## config.mk

```make
export PLATFORM = sky130hd
export DESIGN_NAME = wb_port_arbiter
export DESIGN_NICKNAME = d
export VERILOG_FILES = /design/src/rtl/wb_port_arbiter.sv
export SDC_FILE = /design/constraint.sdc
export NUM_CORES = 1
export LEC_CHECK = 0
export ABC_AREA = 1
export BUFFER_PORTS_ARGS = -buffer_cell sky130_fd_sc_hd__buf_2
export CAP_MARGIN = 20
export CORE_MARGIN = 2
export CORE_UTILIZATION = 30
export DETAILED_ROUTE_END_ITERATION = 10
export SETUP_SLACK_MARGIN = 0.5
export SLEW_MARGIN = 0
export SYNTH_ARGS = -nofsm -noshare
export SYNTH_HDL_FRONTEND = slang
export SYNTH_SLANG_ARGS = --single-unit
```

## constraint.sdc

```tcl
create_clock -name CK -period 1.8 [get_ports CK]
set_input_delay 0.09 -clock CK [delete_from_list [all_inputs] [get_ports CK]]
set_output_delay 0.09 -clock CK [all_outputs]
set_load 0.005 [all_outputs]
```

## src/rtl/wb_port_arbiter.sv

```systemverilog
// wb_port_arbiter: round-robin arbiter for the register-file write port, with a
// registered output stage and a halt/drain/done sequence for the end of a run.
module wb_port_arbiter #(
    parameter int AW        = 5,
    parameter int DW        = 32,
    parameter int CW        = 16,
    parameter int ZERO_DROP = 1
) (
    input  logic          CK,
    input  logic          RESET,
    input  logic          A_VALID,
    input  logic [AW-1:0] A_ADDR,
    input  logic [DW-1:0] A_DATA,
    output logic          A_READY,
    input  logic          B_VALID,
    input  logic [AW-1:0] B_ADDR,
    input  logic [DW-1:0] B_DATA,
    output logic          B_READY,
    input  logic          HALT_REQ,
    output logic [AW-1:0] OUTADDR,
    output logic [DW-1:0] OUTDATA,
    output logic          OUTVALID,
    output logic [CW-1:0] WR_COUNT,
    output logic          DONE
);
    typedef enum logic [1:0] {S_RUN, S_DRAIN, S_DONE} state_t;

    state_t        state, state_nx;
    logic          last_b, active, ga, gb, commit;
    logic [AW-1:0] waddr;
    logic [DW-1:0] wdata;

    always_comb begin
        active   = RESET && state != S_DONE;
        ga       = active && A_VALID && (!B_VALID || last_b);
        gb       = active && B_VALID && (!A_VALID || !last_b);
        waddr    = ga ? A_ADDR : B_ADDR;
        wdata    = ga ? A_DATA : B_DATA;
        // Address-0 writes still handshake but never reach the port when dropping.
        commit   = (ga || gb) && !(ZERO_DROP != 0 && waddr == '0);
        state_nx = (state == S_RUN && HALT_REQ) ? S_DRAIN :
                   (state == S_DRAIN && !A_VALID && !B_VALID) ? S_DONE : state;
    end

    assign A_READY = ga;
    assign B_READY = gb;
    assign DONE    = state == S_DONE;

    always_ff @(posedge CK) begin
        if (!RESET) begin
            state    <= S_RUN;
            last_b   <= 1'b1;
            OUTVALID <= 1'b0;
            OUTADDR  <= '0;
            OUTDATA  <= '0;
            WR_COUNT <= '0;
        end else begin
            state    <= state_nx;
            OUTVALID <= commit;
            if (ga || gb) last_b <= gb;
            if (commit) begin
                OUTADDR  <= waddr;
                OUTDATA  <= wdata;
                WR_COUNT <= WR_COUNT + CW'(1);
            end
        end
    end
endmodule

```

==> results of run 1 <==
-- path summary, 6_finish.rpt --
kind / slack, ps / cells after the start / startpoint / end
max: 20 / 12 / last_b$_SDFFE_PN1P_ / WR_COUNT[5]$_SDFFE_PN0P_
min: 70 / 3 / RESET / WR_COUNT[4]$_SDFFE_PN0P_
max reg2reg: 20 / 12 / last_b$_SDFFE_PN1P_ / WR_COUNT[5]$_SDFFE_PN0P_
min reg2reg: 470 / 2 / OUTADDR[0]$_SDFFE_PN0P_ / OUTADDR[0]$_SDFFE_PN0P_
-- cell usage in the layout (no fill, tap or decap), drive strengths merged --
cell type  count
a21oi         15
and3           1
buf          171
bufbuf         1
bufinv         1
clkbuf        17
clkinv         3
dfxtp         57
ha             1
inv           28
nand2        182
nand3         22
nand3b        41
nand4          1
nor2         107
nor3           3
nor4           1
o211ai         1
o21ai          1
o21bai         1
or2            1
xor2           2
-- cells in the mapped netlist, types with 2 or more instances --
library cell               count  area share, %
sky130_fd_sc_hd__buf_2        12            1.9
sky130_fd_sc_hd__dfxtp_1      57             36
sky130_fd_sc_hd__nand2_2       2           0.40
sky130_fd_sc_hd__nand3_1      21            3.3
sky130_fd_sc_hd__nand2_4       2           0.72
sky130_fd_sc_hd__nor2_1      106             13
sky130_fd_sc_hd__nor3_1        3           0.48
sky130_fd_sc_hd__clkbuf_1      7           0.84
sky130_fd_sc_hd__a21oi_1      13            2.1
sky130_fd_sc_hd__clkinv_1      2           0.24
sky130_fd_sc_hd__nand3b_1     41            9.8
sky130_fd_sc_hd__xor2_1        2           0.56
sky130_fd_sc_hd__inv_4         2           0.40
sky130_fd_sc_hd__nand2_1     178             21
sky130_fd_sc_hd__inv_2         2           0.24
sky130_fd_sc_hd__buf_6         7            2.5
sky130_fd_sc_hd__inv_1        22            2.6
-- metrics by stage --
step | setup slack [ps] | cell area, µm²
2_1_floorplan | 228 | 3190
4_1_cts | 96.7 | 4480
3_3_place_gp | 74.6 | 4000
6_report | 17.8 | 4740
3_5_place_dp | 18.7 | 4000
5_1_grt | -96.2 | 4740
-- state kept, by name, summed over array words and instances, names as in the netlist --
name	flops
OUTVALID	1
last_b	1
OUTDATA	32
state	2
WR_COUNT	16
OUTADDR	5
-- cell type report --
class / instances / area [µm²]
timing repair buffer: 177 / 1260
timing repair inverter: 1 / 16.3
multi-input combinational: 380 / 1820
fill: 1020 / 5490
inverter: 28 / 133
clock inverter: 3 / 40.0
tap: 136 / 170
sequential: 57 / 1150
clock buffer: 12 / 155
-- power groups by stage --
stage / clock [µW] / combinational, µW / sequential, µW
after global routing: 1300 / 984 / 1430
after detailed placement: 0 / 699 / 1450
after CTS: 1240 / 808 / 1420
final: 1210 / 879 / 1420
after global placement: 0 / 687 / 1450
after floorplan: 0 / 429 / 1450
-- worst register-to-register path: stages, from the launching register on --
cell,delay (ps)
sky130_fd_sc_hd__dfxtp_2,340
sky130_fd_sc_hd__inv_2,50
sky130_fd_sc_hd__a21oi_4,210
sky130_fd_sc_hd__buf_6,130
sky130_fd_sc_hd__nand3b_1,120
sky130_fd_sc_hd__nand2_4,110
sky130_fd_sc_hd__nand2_4,60
sky130_fd_sc_hd__nor2_4,130
sky130_fd_sc_hd__nand2_8,120
sky130_fd_sc_hd__clkbuf_16,190
sky130_fd_sc_hd__nand3b_1,90
sky130_fd_sc_hd__nand2_1,50
sky130_fd_sc_hd__nor2_1,100
-- logic make-up after synthesis --
kind of cell               share of synthesized area [%]
and+or+nand+nor                                     49.9
DFF                                                 36.3
buffers and inverters                               8.87
AOI/OAI and AO/OA                                   3.98
xor gates and xnor gates                           0.557
adders and majority gates                          0.398
-- layer usage --
metal,track usage [%],share of wire (%),vias up
li1,-,-,1850
met1,20.4,45,1666
met2,31.0,47,116
met3,4.60,6.9,15
met4,5.08,1.5,0
met5,0,0,-
-- repair_timing --
item                       4_1_cts  5_1_grt
gates cloned                     3        5
pin swaps                        8        7
hold buffers                     0        0
setup endpoints to repair       57       57
gates resized for setup         27       22
buffers inserted                14        7
==> flow_results.xml, run 1 <==
<?xml version="1.0" encoding="UTF-8"?>
<metrics>
  <group name="synthesis">
    <metric name="syn-instance-count" unit="">492</metric>
    <metric name="synth_edf_count" unit="">0</metric>
    <metric name="syn_area_per_cell" unit="µm²">6.39</metric>
    <metric name="netlist-cell-type-count" unit="">30</metric>
    <metric name="synth.ff_latch_count" unit="">57</metric>
    <metric name="synthesis.yosys.warnings" unit="">0</metric>
    <metric name="synthesis.nets" unit="">572</metric>
    <metric name="asyncSetResetFlopFracSynth" unit="%">0</metric>
    <metric name="synth.cell_area" unit="µm²">3150</metric>
    <metric name="sequential_fraction_of_the_synthesis_area" unit="%">36.3</metric>
    <metric name="postSynth.topFlopCell" unit="">sky130_fd_sc_hd__dfxtp_1</metric>
  </group>
  <group name="global_route">
    <metric name="grt_start_max_net_pins" unit="">50</metric>
    <metric name="globalRouteTotalUtil" unit="%">17.4</metric>
    <metric name="first_global_vias" unit="">3473</metric>
    <metric name="antenna_found_initial" unit="">0</metric>
    <metric name="gr-total-overflow" unit="">0</metric>
    <metric name="global_route_wire_length_before_repair" unit="µm">15800</metric>
  </group>
  <group name="power_and_ir_drop">
    <metric name="internal_power" unit="µW">2500</metric>
    <metric name="combinational_group_share_of_total_power" unit="%">25.0</metric>
    <metric name="post-layout-total-power" unit="µW">3510</metric>
    <metric name="switchingPower" unit="µW">1010</metric>
    <metric name="power.density_cell_area" unit="nW/µm²">742</metric>
    <metric name="share_clk_of_total_power" unit="%">34.5</metric>
    <metric name="power_frac_seq" unit="%">40.5</metric>
    <metric name="leakage" unit="µW">0.00249</metric>
    <metric name="max-vdd-ir-drop" unit="mV">0.313</metric>
    <metric name="sw_frac_of_total" unit="%">28.8</metric>
  </group>
  <group name="placement">
    <metric name="final_estimated_routing_congestion_in_global_placement" unit="">0.788</metric>
    <metric name="total_half_perimeter_wirelength_after_legalization_and_detailed_placement" unit="µm">6530</metric>
    <metric name="dp.cells" unit="">750</metric>
    <metric name="port-buffer-count" unit="">135</metric>
  </group>
  <group name="floorplanning">
    <metric name="core_area" unit="µm²">10200</metric>
    <metric name="fp-row-count" unit="">37</metric>
    <metric name="die_y" unit="µm">106</metric>
    <metric name="floorplan.die.width" unit="µm">106</metric>
    <metric name="boundaryPins" unit="">136</metric>
    <metric name="floorplan.initialDensity" unit="%">30.7</metric>
    <metric name="floorplan.die_area" unit="µm²">11300</metric>
  </group>
  <group name="timing">
    <metric name="rsz0062_at_grt" unit="">yes</metric>
    <metric name="report.final.setup_viol" unit="">0</metric>
    <metric name="worst_max_slew_pin_slew" unit="ps">526</metric>
    <metric name="period_share" unit="%">99.0</metric>
    <metric name="number_of_pins_exceeding_their_max_slew_limit_in_the_final_report" unit="">0</metric>
    <metric name="max_slew_margin" unit="%">64.9</metric>
    <metric name="fin_worst_skew" unit="ps">13.4</metric>
    <metric name="finalHoldViolations" unit="">0</metric>
    <metric name="fin_crit" unit="ps">1780</metric>
    <metric name="holdWs" unit="ps">73.1</metric>
    <metric name="finalSetupTns" unit="ps">0</metric>
    <metric name="max_clock_freq" unit="GHz">0.561</metric>
  </group>
  <group name="critical_path">
    <metric name="timing.critical_path.cells" unit="">inv_2 -&gt; a21oi_4 -&gt; buf_6 -&gt; nand3b_1 -&gt; nand2_4 -&gt; nand2_4 -&gt; nor2_4 -&gt; nand2_8 -&gt; clkbuf_16 -&gt; nand3b_1 -&gt; nand2_1 -&gt; nor2_1</metric>
    <metric name="end_kind" unit="">flip-flop</metric>
    <metric name="worstPathArrival" unit="ps">2050</metric>
    <metric name="top_delay_family_on_crit_path" unit="">simple AND/OR/NAND/NOR gates</metric>
    <metric name="critPathLaunchType" unit="">flip-flop</metric>
    <metric name="cp.buffers_inverters" unit="">3</metric>
    <metric name="critPathRequiredTime" unit="ps">2070</metric>
    <metric name="setup.worst_path.class" unit="">flip-flop to flip-flop</metric>
    <metric name="cp_slowest_cell" unit="">sky130_fd_sc_hd__dfxtp_2</metric>
    <metric name="cp_peak_stage_delay" unit="ps">340</metric>
    <metric name="critical_path_peak_fanout" unit="">9</metric>
  </group>
  <group name="layout">
    <metric name="nets" unit="">734</metric>
    <metric name="layout.core_utilization" unit="%">46.3</metric>
    <metric name="layout-area-overhead-vs-synth" unit="%">50.6</metric>
    <metric name="post_route_cells_drive_above_1_share" unit="%">35.1</metric>
    <metric name="insertedDiodeCount" unit="">0</metric>
    <metric name="post_layout_nonfiller_instances" unit="">794</metric>
  </group>
  <group name="cts">
    <metric name="cts_buffer_depth" unit="">2</metric>
    <metric name="cts_made_buffers" unit="">9</metric>
    <metric name="path_clk_slew" unit="ps">70</metric>
    <metric name="clock-root-buffer" unit="">sky130_fd_sc_hd__clkbuf_8</metric>
    <metric name="cts_htree_levels" unit="">3</metric>
    <metric name="clock_tree_from_tritoncts" unit="">yes</metric>
    <metric name="clock_sink_count" unit="">57</metric>
    <metric name="clock_latency_reported_for_the_late_side_of_the_worst_skew_pair" unit="ps">340</metric>
  </group>
  <group name="detailed_routing">
    <metric name="vias_per_cell" unit="">4.59</metric>
    <metric name="vias" unit="">3647</metric>
    <metric name="postRouteWirelength" unit="µm">10600</metric>
    <metric name="drt_pre_antenna_iters" unit="">4</metric>
    <metric name="antenna_violating_nets_post_route" unit="">0</metric>
    <metric name="wl_per_cell" unit="µm">13.4</metric>
    <metric name="detail_route.drc_violations" unit="">0</metric>
    <metric name="drtIter0Drc" unit="">185</metric>
  </group>
  <group name="run_status">
    <metric name="outcome" unit="">complete, no violations</metric>
  </group>
  <group name="run">
    <metric name="drv_cap" unit="">0</metric>
  </group>
  <group name="worst_hold_path">
    <metric name="hp-class" unit="">input pin to flip-flop</metric>
  </group>
</metrics>
(Power assumes the default switching activity.)
==> run 2: changes to the inputs <==
- ABC_AREA: 1 -> not set
==> run 2 against run 1 <==
The run now ends with setup timing left. Clock power is 13% lower. Clock-buffer cell count is 3 lower. Largest cell class unchanged. Sequential power hardly changed. Critical endpoint is now WR_COUNT[7]$_SDFFE_PN0P_. Fmax is 8.9% lower.
==> flow_results.xml, run 2 <==
<?xml version="1.0" encoding="UTF-8"?>
<metrics>
  <group name="critical_path">
    <metric name="critPathLaunchType" unit="">flip-flop</metric>
    <metric name="critPathRequiredTime" unit="ps">2070</metric>
    <metric name="timing.critical_path.cells" unit="">or2b_4 -&gt; nand4_1 -&gt; mux2_4 -&gt; buf_12 -&gt; or4_1 -&gt; a21oi_1</metric>
    <metric name="cp_slowest_cell" unit="">sky130_fd_sc_hd__or4_1</metric>
    <metric name="top_delay_family_on_crit_path" unit="">simple AND/OR/NAND/NOR gates</metric>
    <metric name="critical_path_peak_fanout" unit="">23</metric>
    <metric name="cp_peak_stage_delay" unit="ps">500</metric>
    <metric name="end_kind" unit="">flip-flop</metric>
    <metric name="setup.worst_path.class" unit="">flip-flop to flip-flop</metric>
    <metric name="worstPathArrival" unit="ps">2230</metric>
    <metric name="cp.buffers_inverters" unit="">1</metric>
  </group>
  <group name="floorplanning">
    <metric name="floorplan.die.width" unit="µm">99.1</metric>
    <metric name="floorplan.die_area" unit="µm²">9820</metric>
    <metric name="fp-row-count" unit="">34</metric>
    <metric name="die_y" unit="µm">99.1</metric>
    <metric name="floorplan.initialDensity" unit="%">31.0</metric>
    <metric name="core_area" unit="µm²">8760</metric>
    <metric name="boundaryPins" unit="">136</metric>
  </group>
  <group name="timing">
    <metric name="finalSetupTns" unit="ps">-4130</metric>
    <metric name="finalHoldViolations" unit="">0</metric>
    <metric name="max_clock_freq" unit="GHz">0.511</metric>
    <metric name="layout_setup_ws" unit="ps">-157</metric>
    <metric name="rsz0062_at_grt" unit="">yes</metric>
    <metric name="number_of_pins_exceeding_their_max_slew_limit_in_the_final_report" unit="">0</metric>
    <metric name="worst_max_slew_pin_slew" unit="ps">406</metric>
    <metric name="period_share" unit="%">109</metric>
    <metric name="report.final.setup_viol" unit="">50</metric>
    <metric name="fin_crit" unit="ps">1960</metric>
    <metric name="fin_worst_skew" unit="ps">7.93</metric>
    <metric name="holdWs" unit="ps">17.1</metric>
    <metric name="max_slew_margin" unit="%">73.0</metric>
  </group>
  <group name="synthesis">
    <metric name="sequential_fraction_of_the_synthesis_area" unit="%">42.0</metric>
    <metric name="netlist_top_cells_area" unit="">sky130_fd_sc_hd__dfxtp_1, sky130_fd_sc_hd__mux2i_1, sky130_fd_sc_hd__nand2_1</metric>
    <metric name="synth.ff_latch_count" unit="">57</metric>
    <metric name="yosys-top-cells-count" unit="">sky130_fd_sc_hd__mux2i_1, sky130_fd_sc_hd__dfxtp_1, sky130_fd_sc_hd__nand2_1</metric>
    <metric name="synthesis.nets" unit="">363</metric>
    <metric name="asyncSetResetFlopFracSynth" unit="%">0</metric>
    <metric name="netlist.area_leader.share" unit="%">42.0</metric>
    <metric name="synth.cell_area" unit="µm²">2710</metric>
    <metric name="syn-instance-count" unit="">283</metric>
    <metric name="synth_most_common_cell" unit="">sky130_fd_sc_hd__mux2i_1</metric>
    <metric name="synthesis.yosys.warnings" unit="">0</metric>
    <metric name="postSynth.topFlopCell" unit="">sky130_fd_sc_hd__dfxtp_1</metric>
    <metric name="syn_area_per_cell" unit="µm²">9.59</metric>
    <metric name="synthDominantAreaCellType" unit="">sky130_fd_sc_hd__dfxtp_1</metric>
    <metric name="synth_edf_count" unit="">0</metric>
    <metric name="netlist-cell-type-count" unit="">34</metric>
  </group>
  <group name="placement">
    <metric name="final_estimated_routing_congestion_in_global_placement" unit="">0.743</metric>
    <metric name="port-buffer-count" unit="">135</metric>
    <metric name="total_half_perimeter_wirelength_after_legalization_and_detailed_placement" unit="µm">5560</metric>
    <metric name="dp.cells" unit="">536</metric>
  </group>
  <group name="power_and_ir_drop">
    <metric name="internal_power" unit="µW">2260</metric>
    <metric name="switchingPower" unit="µW">910</metric>
    <metric name="share_clk_of_total_power" unit="%">33.1</metric>
    <metric name="post-layout-total-power" unit="µW">3170</metric>
    <metric name="power.density_cell_area" unit="nW/µm²">761</metric>
    <metric name="leakage" unit="µW">0.00220</metric>
    <metric name="power_frac_seq" unit="%">45.2</metric>
    <metric name="combinational_group_share_of_total_power" unit="%">21.7</metric>
    <metric name="sw_frac_of_total" unit="%">28.7</metric>
    <metric name="max-vdd-ir-drop" unit="mV">0.383</metric>
  </group>
  <group name="layout">
    <metric name="largest_reg_flops" unit="">32</metric>
    <metric name="post_layout_nonfiller_instances" unit="">563</metric>
    <metric name="largest-register" unit="">OUTDATA</metric>
    <metric name="nets" unit="">530</metric>
    <metric name="layout-area-overhead-vs-synth" unit="%">53.5</metric>
    <metric name="layout_common_cells" unit="">sky130_fd_sc_hd__buf_2, sky130_fd_sc_hd__mux2i_1, sky130_fd_sc_hd__dfxtp_1</metric>
    <metric name="final_common_cell" unit="">sky130_fd_sc_hd__buf_2</metric>
    <metric name="n_fill_cell" unit="">890</metric>
    <metric name="insertedDiodeCount" unit="">0</metric>
    <metric name="post_route_cells_drive_above_1_share" unit="%">47.5</metric>
    <metric name="layout.core_utilization" unit="%">47.5</metric>
    <metric name="largestRegisters" unit="">OUTDATA x32, WR_COUNT x16, OUTADDR x5</metric>
  </group>
  <group name="global_route">
    <metric name="gr-total-overflow" unit="">0</metric>
    <metric name="first_global_vias" unit="">2713</metric>
    <metric name="antenna_found_initial" unit="">0</metric>
    <metric name="globalRouteTotalUtil" unit="%">16.0</metric>
    <metric name="global_route_wire_length_before_repair" unit="µm">12600</metric>
    <metric name="grt_start_max_net_pins" unit="">39</metric>
  </group>
  <group name="cts">
    <metric name="cts_buffer_depth" unit="">2</metric>
    <metric name="path_clk_slew" unit="ps">70</metric>
    <metric name="clock_sink_count" unit="">57</metric>
    <metric name="clock_tree_from_tritoncts" unit="">yes</metric>
    <metric name="cts_htree_levels" unit="">3</metric>
    <metric name="clock_latency_reported_for_the_late_side_of_the_worst_skew_pair" unit="ps">340</metric>
    <metric name="clock-root-buffer" unit="">sky130_fd_sc_hd__clkbuf_8</metric>
    <metric name="cts_made_buffers" unit="">9</metric>
  </group>
  <group name="run_status">
    <metric name="violations" unit="">setup timing</metric>
    <metric name="outcome" unit="">finished, violations left</metric>
  </group>
  <group name="detailed_routing">
    <metric name="antenna_violating_nets_post_route" unit="">0</metric>
    <metric name="drt_pre_antenna_iters" unit="">4</metric>
    <metric name="detail_route.drc_violations" unit="">0</metric>
    <metric name="postRouteWirelength" unit="µm">7680</metric>
    <metric name="vias_per_cell" unit="">4.82</metric>
    <metric name="drtIter0Drc" unit="">56</metric>
    <metric name="wl_per_cell" unit="µm">13.6</metric>
    <metric name="vias" unit="">2711</metric>
  </group>
  <group name="worst_hold_path">
    <metric name="hp-class" unit="">input pin to flip-flop</metric>
  </group>
  <group name="run">
    <metric name="drv_cap" unit="">0</metric>
  </group>
</metrics>
[run 2: cells by family (layout without fill, tap and decap cells)]
group	after synthesis	in the layout	share of synthesized area, %
DFF	57	57	42.0
buffers and inverters	28	200	5.07
adders and majority gates	1	1	0.461
and+or+nand+nor	89	89	16.5
AOI/OAI and AO/OA	33	33	8.21
muxes	75	75	27.7
[run 2: final cells by class]
cell class	instances	area [µm²]	share of cell area (%)
Sequential cell	57	1150	27.5
Clock buffer	9	124	2.97
Inverter	8	42.5	1.02
Multi-Input combinational cell	198	1520	36.4
Timing Repair Buffer	176	1150	27.7
Clock inverter	7	46.3	1.11
Tap cell	108	135	3.24
[run 2: metal layers]
layer	wire length (µm)	vias to the layer above	global-route usage (%)
li1	-	1352	-
met1	3070	1254	18.2
met2	3880	98	27.5
met3	646	7	6.75
met4	76	0	4.32
met5	0	-	0
[run 2: worst paths after layout]
check                                 from                        to  slack [ps]  cells after the start
setup / recovery     state[1]$_SDFFE_PP0P_  WR_COUNT[7]$_SDFFE_PN0P_        -160                      6
hold / removal                   A_DATA[2]   OUTDATA[2]$_SDFFE_PN0P_          20                      3
setup reg to reg     state[1]$_SDFFE_PP0P_  WR_COUNT[7]$_SDFFE_PN0P_        -160                      6
hold reg to reg   OUTDATA[25]$_SDFFE_PN0P_  OUTDATA[25]$_SDFFE_PN0P_         460                      2
[run 2: repair_timing]
action                                 CTS  global route
pin swaps                                8             3
gates resized for setup                 19            17
endpoints found under the hold margin    2             0
cloned                                   3             0
hold buffers                             2             0
buffers inserted                         6             0
setup endpoints to repair               56            57
[run 2: per-stage QoR]
stage	setup WS, ps	cell area, µm²
floorplan	-61.5	2760
global placement	-63.2	3690
detailed placement	-127	3690
CTS	-155	4090
global route	-214	4170
finish	-157	4170
[run 2: power groups by stage]
| stage | sequential, µW | combinational, µW | clock, µW |
|---|---|---|---|
| 2_1_floorplan | 1470 | 280 | 0 |
| 4_1_cts | 1430 | 676 | 1090 |
| 5_1_grt | 1450 | 756 | 1160 |
| 3_5_place_dp | 1460 | 588 | 0 |
| 3_3_place_gp | 1460 | 575 | 0 |
| 6_report | 1430 | 686 | 1050 |
[run 2: worst min-delay path, stage by stage]
cell and delay [ps]:
sky130_fd_sc_hd__buf_2 70, sky130_fd_sc_hd__mux2i_1 50, sky130_fd_sc_hd__mux2i_1 100
==> run 3: changes to the inputs <==
==> constraint.sdc (replaced) <==
create_clock -name CK -period 1.8 [get_ports CK]
set_input_delay 0.09 -clock CK [delete_from_list [all_inputs] [get_ports CK]]
set_output_delay 0.09 -clock CK [all_outputs]
set_load 0.05 [all_outputs]
==> run 3 against run 2 <==
The flow still finishes with violations (setup timing). Combinational power is 66% higher. Die area did not move. Largest cell class unchanged. Utilization up 4.6 points. Clock-buffer cell count up 2. Power increased by 28%. Wire length is 7.6% higher.
==> flow_results.xml, run 3 (same netlist as run 2, synthesis figures left out) <==
<?xml version="1.0" encoding="UTF-8"?>
<metrics>
  <group name="cts">
    <metric name="clock_tree_from_tritoncts" unit="">yes</metric>
    <metric name="cts_htree_levels" unit="">3</metric>
    <metric name="cts_made_buffers" unit="">9</metric>
    <metric name="path_clk_slew" unit="ps">70</metric>
    <metric name="clock-root-buffer" unit="">sky130_fd_sc_hd__clkbuf_8</metric>
    <metric name="cts_buffer_depth" unit="">2</metric>
    <metric name="clock_latency_reported_for_the_late_side_of_the_worst_skew_pair" unit="ps">340</metric>
    <metric name="clock_sink_count" unit="">57</metric>
  </group>
  <group name="placement">
    <metric name="port-buffer-count" unit="">135</metric>
    <metric name="total_half_perimeter_wirelength_after_legalization_and_detailed_placement" unit="µm">5760</metric>
    <metric name="final_estimated_routing_congestion_in_global_placement" unit="">0.761</metric>
  </group>
  <group name="detailed_routing">
    <metric name="drtIter0Drc" unit="">62</metric>
    <metric name="vias_per_cell" unit="">4.80</metric>
    <metric name="wl_per_cell" unit="µm">14.4</metric>
    <metric name="antenna_violating_nets_post_route" unit="">0</metric>
    <metric name="postRouteWirelength" unit="µm">8260</metric>
    <metric name="detail_route.drc_violations" unit="">0</metric>
    <metric name="vias" unit="">2757</metric>
    <metric name="drt_pre_antenna_iters" unit="">4</metric>
  </group>
  <group name="timing">
    <metric name="rsz0062_at_grt" unit="">yes</metric>
    <metric name="fin_worst_skew" unit="ps">7.92</metric>
    <metric name="layout_setup_ws" unit="ps">-132</metric>
    <metric name="fin_crit" unit="ps">1930</metric>
    <metric name="report.final.setup_viol" unit="">49</metric>
    <metric name="number_of_pins_exceeding_their_max_slew_limit_in_the_final_report" unit="">0</metric>
    <metric name="period_share" unit="%">107</metric>
    <metric name="finalSetupTns" unit="ps">-2840</metric>
    <metric name="worst_max_slew_pin_slew" unit="ps">363</metric>
    <metric name="max_slew_margin" unit="%">75.5</metric>
    <metric name="finalHoldViolations" unit="">0</metric>
    <metric name="max_clock_freq" unit="GHz">0.518</metric>
  </group>
  <group name="layout">
    <metric name="layout.core_utilization" unit="%">52.2</metric>
    <metric name="largest_reg_flops" unit="">32</metric>
    <metric name="largestRegisters" unit="">OUTDATA x32, WR_COUNT x16, OUTADDR x5</metric>
    <metric name="layout_common_cells" unit="">sky130_fd_sc_hd__buf_2, sky130_fd_sc_hd__mux2i_1, sky130_fd_sc_hd__nand2_1</metric>
    <metric name="layout-area-overhead-vs-synth" unit="%">68.5</metric>
    <metric name="largest-register" unit="">OUTDATA</metric>
    <metric name="final_common_cell" unit="">sky130_fd_sc_hd__buf_2</metric>
    <metric name="post_route_cells_drive_above_1_share" unit="%">51.5</metric>
    <metric name="nets" unit="">541</metric>
    <metric name="insertedDiodeCount" unit="">0</metric>
  </group>
  <group name="critical_path">
    <metric name="setup.worst_path.class" unit="">flip-flop to flip-flop</metric>
    <metric name="end_kind" unit="">flip-flop</metric>
    <metric name="worstPathArrival" unit="ps">2200</metric>
    <metric name="critical_path_peak_fanout" unit="">7</metric>
    <metric name="cp_slowest_cell" unit="">sky130_fd_sc_hd__or4_4</metric>
    <metric name="cp_peak_stage_delay" unit="ps">510</metric>
    <metric name="critPathLaunchType" unit="">flip-flop</metric>
    <metric name="critPathRequiredTime" unit="ps">2070</metric>
    <metric name="timing.critical_path.cells" unit="">or2b_4 -&gt; nand4_1 -&gt; mux2_4 -&gt; buf_12 -&gt; or4_4 -&gt; a21oi_2</metric>
  </group>
  <group name="global_route">
    <metric name="grt_start_max_net_pins" unit="">33</metric>
    <metric name="antenna_found_initial" unit="">0</metric>
    <metric name="gr-total-overflow" unit="">0</metric>
    <metric name="global_route_wire_length_before_repair" unit="µm">13600</metric>
    <metric name="globalRouteTotalUtil" unit="%">17.3</metric>
    <metric name="first_global_vias" unit="">2858</metric>
  </group>
  <group name="floorplanning">
    <metric name="core_area" unit="µm²">8760</metric>
    <metric name="floorplan.initialDensity" unit="%">31.0</metric>
    <metric name="floorplan.die_area" unit="µm²">9820</metric>
    <metric name="die_y" unit="µm">99.1</metric>
    <metric name="floorplan.die.width" unit="µm">99.1</metric>
    <metric name="fp-row-count" unit="">34</metric>
    <metric name="boundaryPins" unit="">136</metric>
  </group>
  <group name="run_status">
    <metric name="violations" unit="">setup timing</metric>
    <metric name="outcome" unit="">finished, violations left</metric>
  </group>
  <group name="power_and_ir_drop">
    <metric name="leakage" unit="µW">0.00234</metric>
    <metric name="max-vdd-ir-drop" unit="mV">0.356</metric>
    <metric name="power.density_cell_area" unit="nW/µm²">886</metric>
  </group>
  <group name="run">
    <metric name="drv_cap" unit="">0</metric>
  </group>
  <group name="worst_hold_path">
    <metric name="hp-class" unit="">input pin to flip-flop</metric>
  </group>
</metrics>
## run 3: what timing repair did
| action | in CTS | in global routing |
|---|---|---|
| setup buffers | 14 | 0 |
| resized for setup | 57 | 14 |
| setup endpoints to repair | 57 | 57 |
| pin swaps | 14 | 3 |
| gates cloned | 6 | 1 |
| hold buffers | 0 | 0 |
| hold endpoints to repair | 0 | 0 |
## run 3: metrics by stage
step | std cells | worst slack [ps] | area [µm²] | power (µW) | hold slack [ps]
6_report | 574 | -132 | 4570 | 4050 | 26.1
3_3_place_gp | 537 | -107 | 3730 | 2420 | 362
4_1_cts | 573 | -133 | 4480 | 4070 | 8.87
2_1_floorplan | 283 | -119 | 2790 | 2140 | 246
3_5_place_dp | 537 | -146 | 3730 | 2430 | 375
5_1_grt | 574 | -211 | 4570 | 4220 | 19.3
## run 3: final timing paths
kind,from,end,slack (ps),cells after the start
setup reg to reg,state[1]$_SDFFE_PP0P_,WR_COUNT[7]$_SDFFE_PN0P_,-130,6
hold / removal,A_DATA[20],OUTDATA[20]$_SDFFE_PN0P_,30,3
setup / recovery,state[1]$_SDFFE_PP0P_,WR_COUNT[7]$_SDFFE_PN0P_,-130,6
hold reg to reg,OUTDATA[14]$_SDFFE_PN0P_,OUTDATA[14]$_SDFFE_PN0P_,460,2
## run 3: layer usage
| layer | share of wire (%) | wire length (µm) | vias to the layer above | global-route usage, % |
|---|---|---|---|---|
| li1 | - | - | 1375 | - |
| met4 | 1.4 | 115 | 0 | 6.95 |
| met5 | 0 | 0 | - | 0 |
| met1 | 42 | 3500 | 1283 | 20.3 |
| met3 | 5.3 | 438 | 12 | 4.22 |
| met2 | 51 | 4210 | 87 | 30.1 |
## run 3: power breakdown
part           switching [µW]  total [µW]  internal, µW
sequential               60.8        1440          1380
clock                     514        1470           955
combinational             703        1140           440
## run 3: cell type report
class                      instances  area, µm²
clock buffer                      11        141
clock inverter                     5        103
multi-input combinational        198       1580
tap                              108        135
inverter                           8       51.3
sequential                        57       1170
fill                             795       4190
timing repair buffer             187       1400
## run 3: worst max-delay path, delay by kind of cell (launching register included)
kind / cells / cell delay, ps
buffers and inverters: 1 / 150
DFF: 1 / 320
and+or+nand+nor: 3 / 890
muxes: 1 / 370
AOI/OAI and AO/OA: 1 / 130
